`src/rtl/move_avg_multi_if.sv`:
```
// Sample stream bundle for move_avg_multi: input side and output side valid/ready pairs.
// The block uses the slave modport; the sample producer/consumer uses master.
interface move_avg_multi_if #(
   parameter int WIDTH = 24,
   parameter int CW    = 1
);
   logic [WIDTH-1:0] in_data;
   logic [CW-1:0]    in_channel;
   logic             in_valid;
   logic             in_ready;
   logic [WIDTH-1:0] out_data;
   logic [CW-1:0]    out_channel;
   logic             out_valid;
   logic             out_ready;

   modport slave (
      input  in_data, in_channel, in_valid, out_ready,
      output in_ready, out_data, out_channel, out_valid
   );

   modport master (
      output in_data, in_channel, in_valid, out_ready,
      input  in_ready, out_data, out_channel, out_valid
   );
endinterface

```
`src/rtl/move_avg_multi.sv`:
```
// Multi-channel moving average with per-channel circular history and running sum, window 2^k.
// Latency 1 cycle; in_ready drops combinationally while the output is stalled or history clears.
module move_avg_multi #(
   parameter int WIDTH    = 24,
   parameter int LOG2_MAX = 3,
   parameter int CHANNELS = 2,
   localparam int CW = (CHANNELS > 1) ? $clog2(CHANNELS) : 1,
   localparam int LW = $clog2(LOG2_MAX + 1)
) (
   input  logic              clk,
   input  logic              reset,
   move_avg_multi_if.slave   io,
   input  logic              on,
   input  logic [LW-1:0]     len_sel,
   output logic              busy
);
   localparam int MAX = 1 << LOG2_MAX;
   localparam int AW  = WIDTH + LOG2_MAX;

   typedef enum logic {RUN, CLEAR} state_t;

   state_t                    r_state;
   state_t                    w_state_nxt;
   logic signed [WIDTH-1:0]   r_hist [CHANNELS][MAX];
   logic [LOG2_MAX-1:0]       r_wp   [CHANNELS];
   logic signed [AW-1:0]      r_acc  [CHANNELS];
   logic [LW-1:0]             r_k;
   logic [LOG2_MAX-1:0]       r_idx;
   logic signed [WIDTH-1:0]   r_out_dat;
   logic [CW-1:0]             r_out_ch;
   logic                      r_out_vld;

   logic [LW-1:0]             w_len;
   logic                      w_len_chg;
   logic                      w_ch_ok;
   logic [CW-1:0]             w_ch;
   logic                      w_take;
   logic [LOG2_MAX-1:0]       w_step;
   logic [LOG2_MAX-1:0]       w_rd;
   logic signed [WIDTH-1:0]   w_x;
   logic signed [WIDTH-1:0]   w_old;
   logic signed [AW-1:0]      w_acc_nxt;
   logic signed [AW-1:0]      w_rnd;
   logic signed [AW-1:0]      w_sum;
   logic signed [WIDTH-1:0]   w_avg;

   assign w_len     = (len_sel > LW'(LOG2_MAX)) ? LW'(LOG2_MAX) : len_sel;
   assign w_len_chg = (w_len != r_k);
   assign w_ch_ok   = ({1'b0, io.in_channel} < (CW+1)'(CHANNELS));
   assign w_ch      = w_ch_ok ? io.in_channel : '0;
   assign w_take    = io.in_valid && io.in_ready && w_ch_ok;

   // A full-length window wraps the step to zero, so the slot being overwritten is the one retired.
   assign w_step    = LOG2_MAX'(1) << r_k;
   assign w_rd      = r_wp[w_ch] - w_step;
   assign w_x       = $signed(io.in_data);
   assign w_old     = r_hist[w_ch][w_rd];
   assign w_acc_nxt = r_acc[w_ch] + AW'(w_x) - AW'(w_old);
   assign w_rnd     = (r_k == '0) ? '0 : (AW'(1) << (r_k - LW'(1)));
   assign w_sum     = w_acc_nxt + w_rnd;
   assign w_avg     = WIDTH'(w_sum >>> r_k);

   assign io.out_data    = r_out_dat;
   assign io.out_channel = r_out_ch;
   assign io.out_valid   = r_out_vld;

   always_ff @(posedge clk or negedge reset) begin
      if (!reset) r_state <= RUN;
      else        r_state <= w_state_nxt;
   end

   always_comb begin
      w_state_nxt = r_state;
      busy        = 1'b0;
      io.in_ready = 1'b0;
      case (r_state)
         RUN: begin
            io.in_ready = reset && (!r_out_vld || io.out_ready);
            if (w_len_chg) w_state_nxt = CLEAR;
         end
         CLEAR: begin
            busy = 1'b1;
            if (&r_idx) w_state_nxt = RUN;
         end
         default: w_state_nxt = RUN;
      endcase
   end

   always_ff @(posedge clk or negedge reset) begin
      if (!reset) begin
         for (int c = 0; c < CHANNELS; c++) begin
            for (int s = 0; s < MAX; s++) r_hist[c][s] <= '0;
            r_wp[c]  <= '0;
            r_acc[c] <= '0;
         end
         r_k       <= '0;
         r_idx     <= '0;
         r_out_dat <= '0;
         r_out_ch  <= '0;
         r_out_vld <= 1'b0;
      end else begin
         if (r_state == RUN) begin
            if (w_len_chg) begin
               r_k   <= w_len;
               r_idx <= '0;
            end
            if (w_take) begin
               r_hist[w_ch][r_wp[w_ch]] <= w_x;
               r_wp[w_ch]               <= r_wp[w_ch] + LOG2_MAX'(1);
               r_acc[w_ch]              <= w_acc_nxt;
            end
         end else begin
            for (int c = 0; c < CHANNELS; c++) r_hist[c][r_idx] <= '0;
            r_idx <= r_idx + LOG2_MAX'(1);
            if (&r_idx) begin
               for (int c = 0; c < CHANNELS; c++) begin
                  r_acc[c] <= '0;
                  r_wp[c]  <= '0;
               end
            end
         end

         // A new sample replaces the retiring one in the same cycle, so there is no bubble.
         if (w_take) begin
            r_out_vld <= 1'b1;
            r_out_dat <= on ? w_avg : w_x;
            r_out_ch  <= w_ch;
         end else if (io.out_ready) begin
            r_out_vld <= 1'b0;
         end
      end
   end
endmodule

```
`src/flat_wrapper.sv`:
```
// flat-port wrapper written by rule: the top's interface ports become plain ports
module move_avg_multi_flat 
#(
   parameter int WIDTH    = 24,
   parameter int LOG2_MAX = 3,
   parameter int CHANNELS = 2,
   localparam int CW = (CHANNELS > 1) ? $clog2(CHANNELS) : 1,
   localparam int LW = $clog2(LOG2_MAX + 1)
)
  (clk, reset, on, len_sel, busy, io_in_data, io_in_channel, io_in_valid, io_out_ready, io_in_ready, io_out_data, io_out_channel, io_out_valid);
  move_avg_multi_if #(.WIDTH(WIDTH)) io_i ();
  input  logic clk;
  input  logic reset;
  input  logic on;
  input  logic [LW-1:0] len_sel;
  output logic busy;
  input wire logic [$bits(io_i.in_data)-1:0] io_in_data;
  input wire logic [$bits(io_i.in_channel)-1:0] io_in_channel;
  input wire logic [$bits(io_i.in_valid)-1:0] io_in_valid;
  input wire logic [$bits(io_i.out_ready)-1:0] io_out_ready;
  output wire logic [$bits(io_i.in_ready)-1:0] io_in_ready;
  output wire logic [$bits(io_i.out_data)-1:0] io_out_data;
  output wire logic [$bits(io_i.out_channel)-1:0] io_out_channel;
  output wire logic [$bits(io_i.out_valid)-1:0] io_out_valid;
  assign io_i.in_data = io_in_data;
  assign io_i.in_channel = io_in_channel;
  assign io_i.in_valid = io_in_valid;
  assign io_i.out_ready = io_out_ready;
  assign io_in_ready = io_i.in_ready;
  assign io_out_data = io_i.out_data;
  assign io_out_channel = io_i.out_channel;
  assign io_out_valid = io_i.out_valid;
  move_avg_multi #(.WIDTH(WIDTH), .LOG2_MAX(LOG2_MAX), .CHANNELS(CHANNELS)) u_core (.clk(clk), .reset(reset), .io(io_i), .on(on), .len_sel(len_sel), .busy(busy));
endmodule
```
`config.mk`:
```
export PLATFORM = sky130hd
export DESIGN_NAME = move_avg_multi_flat
export DESIGN_NICKNAME = d
export VERILOG_FILES = /design/src/rtl/move_avg_multi_if.sv /design/src/rtl/move_avg_multi.sv /design/src/flat_wrapper.sv
export SDC_FILE = /design/constraint.sdc
export NUM_CORES = 1
export LEC_CHECK = 0
export CAP_MARGIN = 20
export CORE_UTILIZATION = 29
export DETAILED_ROUTE_END_ITERATION = 10
export PLACE_DENSITY = 0.46
export SYNTH_ARGS = -nofsm -noshare
export SYNTH_HDL_FRONTEND = slang
export SYNTH_SLANG_ARGS = --single-unit
```
`constraint.sdc`:
```
create_clock -name clk -period 9.9 [get_ports clk]
set_input_delay 0.99 -clock clk [delete_from_list [all_inputs] [get_ports clk]]
set_output_delay 0.99 -clock clk [all_outputs]
set_load 0.02 [all_outputs]
```
==> results.cfg, run 1 <==
[synth]
yosysTopAreaCell = dfrtp_1
syn_inst = 2439
yosys_most_used_dff = dfrtp_1
ys_warn_count = 0
ys_ff_latch = 476
synth-edff-count = 0
synth_fp_nets = 2535
syn-cell-area_sq_um = 25400
seq_area_frac_synth_pct = 46.8
avgSynthCellArea_sq_um = 10.4
netlist-cell-type-count = 91
async_reset_ff_share_pct = 100
netlist.area_leader.share_pct = 46.8
synthTopCellsByArea = dfrtp_1 47%, mux4_2 11%, nand2_1 6.9%, a22o_1 6.8%, o21ai_0 5.7%

[clocking]
cts_setup_buffers = 0
clock-sinks = 476
ctsLongestPathBuffers = 3
cts_hold_buffers = 0
cts.repair.resized = 0
cts_made_buffers = 53
clk_pin_slew_ns = 0.06
cts_tree = built
insertion_delay_ns = 0.61
h-tree-depth = 2
cts_root_buffer = clkbuf_16

[floorplan]
io_pins = 60
dieArea_sq_um = 88900
num_rows = 108
start_util_pct = 29.3
die_y_um = 298
die_w_um = 298
core_sq_um = 86900

[timing]
clock_skew_ns = 0.0215
fin_tns_setup_ns = 0
finalCritPeriodShare_pct = 80.6
setup_viol = 0
setup_ws_ns = 1.92
rsz0062_at_grt = no
hold_slack_ns = 0.233
finalCriticalPeriod_ns = 7.98
slew_headroom_pct = 28.1
worst_pin_slew_ns = 1.07
finalHoldViolations = 0
clock.fmax_mhz = 125
finalMaxSlewViolations = 0

[finish]
multi_input_area_sq_um = 12700
layout_common_cells = 476 x dfrtp_1, 466 x nand2_1, 292 x o21ai_0, 197 x a22o_1, 121 x mux4_2
layout-drive-gt1-share_pct = 15.1
fillers = 8683
fin_util_pct = 33.4
fin_nets = 2488
area_growth_pct = 14.2
seq_area_sq_um = 11900
layout_commonest_cell = dfrtp_1
antenna_cells = 0
final_cell_area_sq_um = 29000
final_cell_count_no_fill = 3584

[route]
avgRoutedWirePerCell_um = 24.0
ant_nets = 0
drt-total-wl_um = 86100
drc_errors = 0
drtIter0Drc = 1505
dr_total_vias = 19420
firstDrtPassIters = 8
vias_per_cell = 5.42

[place]
gp_congestion = 0.866
dpl_cell_area_sq_um = 27300
dp.final_hpwl_um = 54900
dp_cells = 3492
place_ws_ns = 1.29
numPortBuffers = 59

[global_routing]
grt_max_degree = 171
antenna_found_initial = 1
grt-ovfl-total = 0
track_usage_pct = 19.3
grt_pass1_wl_um = 130000
first_global_vias = 19555

[run]
maxCapViolCount = 0

[power]
leakagePower_nw = 12.3
power_density_nw_per_um2 = 392
totalPowerFinal_mw = 11.4
vdd.ir_drop.worst_mv = 0.295

[worst_setup_path]
cp-start-kind = primary input
reg2reg_depth = 24
crit_path_end_kind = flop
criticalPathCategory = primary input to flop
reg2reg_slack_ns = 2.02
critPathMaxFanout = 31
worstSetupStartpoint = io_in_channel
endpoint = u_core.io.out_data[22]$_DFFE_PN0P_
timing.rr.start = u_core.r_k[1]$_DFFE_PN0P_
critPathArrivalTime_ns = 8.46
critPathRequiredTime_ns = 10.37
r2r_end = u_core.io.out_data[22]$_DFFE_PN0P_

[worst_hold_path]
holdCritPathClass = primary input to asynchronous set/reset pin

[status]
outcome = complete, no violations
[worst min path at each step]
stage | from | end | slack [ns] | cells after the start
3_5_place_dp | u_core.r_hist[105]$_DFFE_PN0P_ | u_core.r_hist[105]$_DFFE_PN0P_ | 0.48 | 1
4_1_cts | reset | u_core.io.out_data[4]$_DFFE_PN0P_ | 0.22 | 1
2_1_floorplan | u_core.r_hist[0]$_DFFE_PN0P_ | u_core.r_hist[0]$_DFFE_PN0P_ | 0.46 | 1
6_report | reset | u_core.io.out_data[4]$_DFFE_PN0P_ | 0.23 | 1
3_3_place_gp | u_core.io.out_data[2]$_DFFE_PN0P_ | u_core.io.out_data[2]$_DFFE_PN0P_ | 0.46 | 2
5_1_grt | reset | u_core.io.out_data[4]$_DFFE_PN0P_ | 0.23 | 1
[kinds of logic after synthesis]
logic type | Yosys count | synth area share, %
multiplexers | 177 | 13.1
other | 1 | 0.0147
flip-flops | 476 | 46.8
XOR/XNOR | 31 | 1.23
AO/OA/AOI/OAI | 680 | 18.0
AND/OR/NAND/NOR | 740 | 12.8
buffers and inverters | 270 | 4.08
adder cells (fa/ha/maj) | 64 | 3.97
[power by group]
part	internal, mW	total (mW)	switching [mW]
Combinational	2.43	6.83	4.40
Clock	1.14	1.97	0.832
Sequential	2.35	2.59	0.240
[Yosys cell counts, types with 16 or more instances]
cell type  number
ha_1           36
and3_1         20
mux2_2         32
nor3_1         21
nand2_1       468
o21ai_0       292
nand3_1        88
o211ai_1       16
fa_1           28
mux2i_1        23
buf_1          23
a22o_1        197
mux4_2        121
nor2_1         61
clkbuf_1      189
a21oi_1        47
dfrtp_1       476
inv_1          42
[registers in the layout, summed over array words and instances (netlist names)]
name and count:
u_core.io.out_channel 1, u_core.io.out_data 24, u_core.io.out_valid 1, u_core.r_acc 54, u_core.r_hist 384, u_core.r_idx 3, u_core.r_k 2, u_core.r_state 1
u_core.r_wp 6
[final cells by class]
class                      instances  area share (%)
inverter                          44           0.569
clock buffer                      80            5.53
tap                             1155            4.98
timing repair buffer             124            3.87
sequential                       476            41.0
multi-input combinational       1693            43.6
clock inverter                    12           0.435
[critical path, stage by stage]
cell and delay (ns):
clkbuf_8 0.36, mux2i_2 0.69, fa_1 0.32, xor2_1 0.10, xnor2_2 0.77, buf_4 0.36
mux4_2 0.53, inv_1 0.09, fa_1 0.42, ha_1 0.35, xnor2_1 0.27, inv_1 0.12
ha_1 0.37, a21o_1 0.13, a21oi_1 0.10, nor3_2 0.28, nand4b_2 0.23, nor4_2 0.77
nand2_1 0.21, nor4_1 0.30, xnor2_1 0.16, o21ai_0 0.09, or3_1 0.38
[per-layer routing]
layer / share of wire [%] / global-route usage [%] / vias to the layer above / routed length [um]
met1: 44 / 26.4 / 10014 / 38100
met3: 5.9 / 3.54 / 94 / 5060
met5: 0 / 0 / - / 0
met4: 2.0 / 4.25 / 0 / 1680
li1: - / - / 8746 / -
met2: 48 / 31.8 / 566 / 41300
Note: power is estimated with default switching activity, not from simulation.
==> run 2, diff against run 1 <==
PLACE_DENSITY = 0.48   (was 0.46)
clock period = 7.3 ns   (was 9.9 ns; I/O delays follow)
==> results.cfg, run 2 (same netlist as run 1, synthesis figures left out) <==
[status]
outcome = complete, no violations

[route]
drtIter0Drc = 1377
drc_errors = 0
ant_nets = 0
drt-total-wl_um = 85000
dr_total_vias = 19739
vias_per_cell = 5.43
avgRoutedWirePerCell_um = 23.4
firstDrtPassIters = 5

[floorplan]
die_w_um = 298
start_util_pct = 29.3
die_y_um = 298
dieArea_sq_um = 88900
io_pins = 60
core_sq_um = 86900
num_rows = 108

[finish]
fin_util_pct = 33.9
layout_commonest_cell = dfrtp_1
largest-register = u_core.r_hist
layout-drive-gt1-share_pct = 16.8
area_growth_pct = 15.7
layout_common_cells = 476 x dfrtp_1, 466 x nand2_1, 292 x o21ai_0, 197 x a22o_1, 121 x mux4_2
largest_reg_flops = 384
fin_nets = 2535
final_cell_count_no_fill = 3638

[clocking]
cts_root_buffer = clkbuf_16
ctsLongestPathBuffers = 3
cts_setup_buffers = 0
clock-sinks = 476
cts_hold_buffers = 0
h-tree-depth = 2
insertion_delay_ns = 0.61
cts_tree = built
cts.repair.resized = 0
cts_made_buffers = 52
clk_pin_slew_ns = 0.06

[power]
leakagePower_nw = 12.6
vdd.ir_drop.worst_mv = 0.299
totalPowerFinal_mw = 16.1
power_density_nw_per_um2 = 548

[timing]
clock_skew_ns = 0.0195
finalCriticalPeriod_ns = 6.76
finalMaxSlewViolations = 0
rsz0062_at_grt = no
finalHoldViolations = 0
fin_tns_setup_ns = 0
finalCritPeriodShare_pct = 92.6
slew_headroom_pct = 29.4
setup_viol = 0
clock.fmax_mhz = 148
worst_pin_slew_ns = 1.06

[worst_setup_path]
cp-start-kind = flop
path_cells = nor2b_1 -> a21oi_1 -> ha_4 -> fa_1 -> xor2_1 -> xnor2_4 -> buf_4 -> mux4_2 -> inv_1 -> fa_1 -> ha_1 -> buf_4 -> o211ai_1 -> o21a_4 -> o22ai_1 -> o21ai_0 -> and4_1 -> nand4_2 -> buf_4 -> nor3_1 -> nand4_1 -> nor3b_1 -> a2111oi_2
path_delay_family = compound AO/OA/AOI/OAI gates
criticalPathCategory = flop to flop
critPathMaxFanout = 9
critPathRequiredTime_ns = 7.80
cpMaxStageDelayCell = mux4_2
critPathArrivalTime_ns = 7.26
path_buf_inv = 4
crit_path_max_incr_delay_ns = 0.54
crit_path_end_kind = flop
crit_path_frequent_cell = buf_4

[place]
dp.final_hpwl_um = 54500
numPortBuffers = 59
dp_cells = 3538
gp_congestion = 0.918

[global_routing]
antenna_found_initial = 1
grt_max_degree = 179
grt_pass1_wl_um = 128000
track_usage_pct = 19.0
first_global_vias = 19962
grt-ovfl-total = 0

[worst_hold_path]
holdCritPathClass = primary input to asynchronous set/reset pin

[run]
maxCapViolCount = 0
-- run 2: area by class of cell --
class / count / area, sq um
timing repair buffer: 172 / 1510
multi-input combinational: 1693 / 12700
clock inverter: 21 / 221
clock buffer: 76 / 1510
tap: 1155 / 1450
sequential: 476 / 11900
fill: 8627 / 57400
inverter: 44 / 165
antenna: 1 / 2.50
-- run 2: where the power goes --
group / switching (mW) / internal, mW / total, mW / leakage [nW]
logic: 6.08 / 3.88 / 9.95 / 5.18
registers: 0.306 / 3.18 / 3.49 / 6.53
clock network: 1.14 / 1.55 / 2.69 / 0.852
-- run 2: worst register-to-register path, delay by kind of cell (launching register included) --
kind            cells  cell delay (ns)
buf+inv             4             0.72
mux                 1             0.54
compound gates      6             1.72
simple gates        6             1.40
flops               1             0.36
fa+ha+maj           4             1.33
xor+xnor            2             0.58
-- run 2: stage by stage --
step	hold slack [ns]	cell area, sq um	setup WS (ns)
final	0.0231	29400	0.541
after global routing	0.0277	29400	0.0816
after CTS	0.0177	29400	0.574
after detailed placement	0.474	27700	0.114
after global placement	0.466	27700	0.113
after floorplan	0.434	25500	0.000493
-- run 2: per-layer routing --
metal / wire (um) / track usage, % / up-vias
met5: 0 / 0 / -
met4: 1990 / 4.98 / 0
met3: 5390 / 3.60 / 113
met2: 40800 / 31.4 / 618
met1: 36900 / 25.4 / 10158
li1: - / - / 8850
-- run 2: final timing paths --
path / startpoint / end / slack, ns / cells after the start
min: reset / u_core.r_hist[10]$_DFFE_PN0P_ / 0.02 / 1
max: u_core.r_wp[3]$_DFFE_PN0P_ / u_core.io.out_data[23]$_DFFE_PN0P_ / 0.54 / 23
max in group asynchronous: reset / u_core.r_hist[61]$_DFFE_PN0P_ / 5.20 / 4
min in group clk: u_core.io.out_data[1]$_DFFE_PN0P_ / u_core.io.out_data[1]$_DFFE_PN0P_ / 0.48 / 2
max reg2reg: u_core.r_wp[3]$_DFFE_PN0P_ / u_core.io.out_data[23]$_DFFE_PN0P_ / 0.54 / 23
min reg2reg: u_core.io.out_data[1]$_DFFE_PN0P_ / u_core.io.out_data[1]$_DFFE_PN0P_ / 0.48 / 2
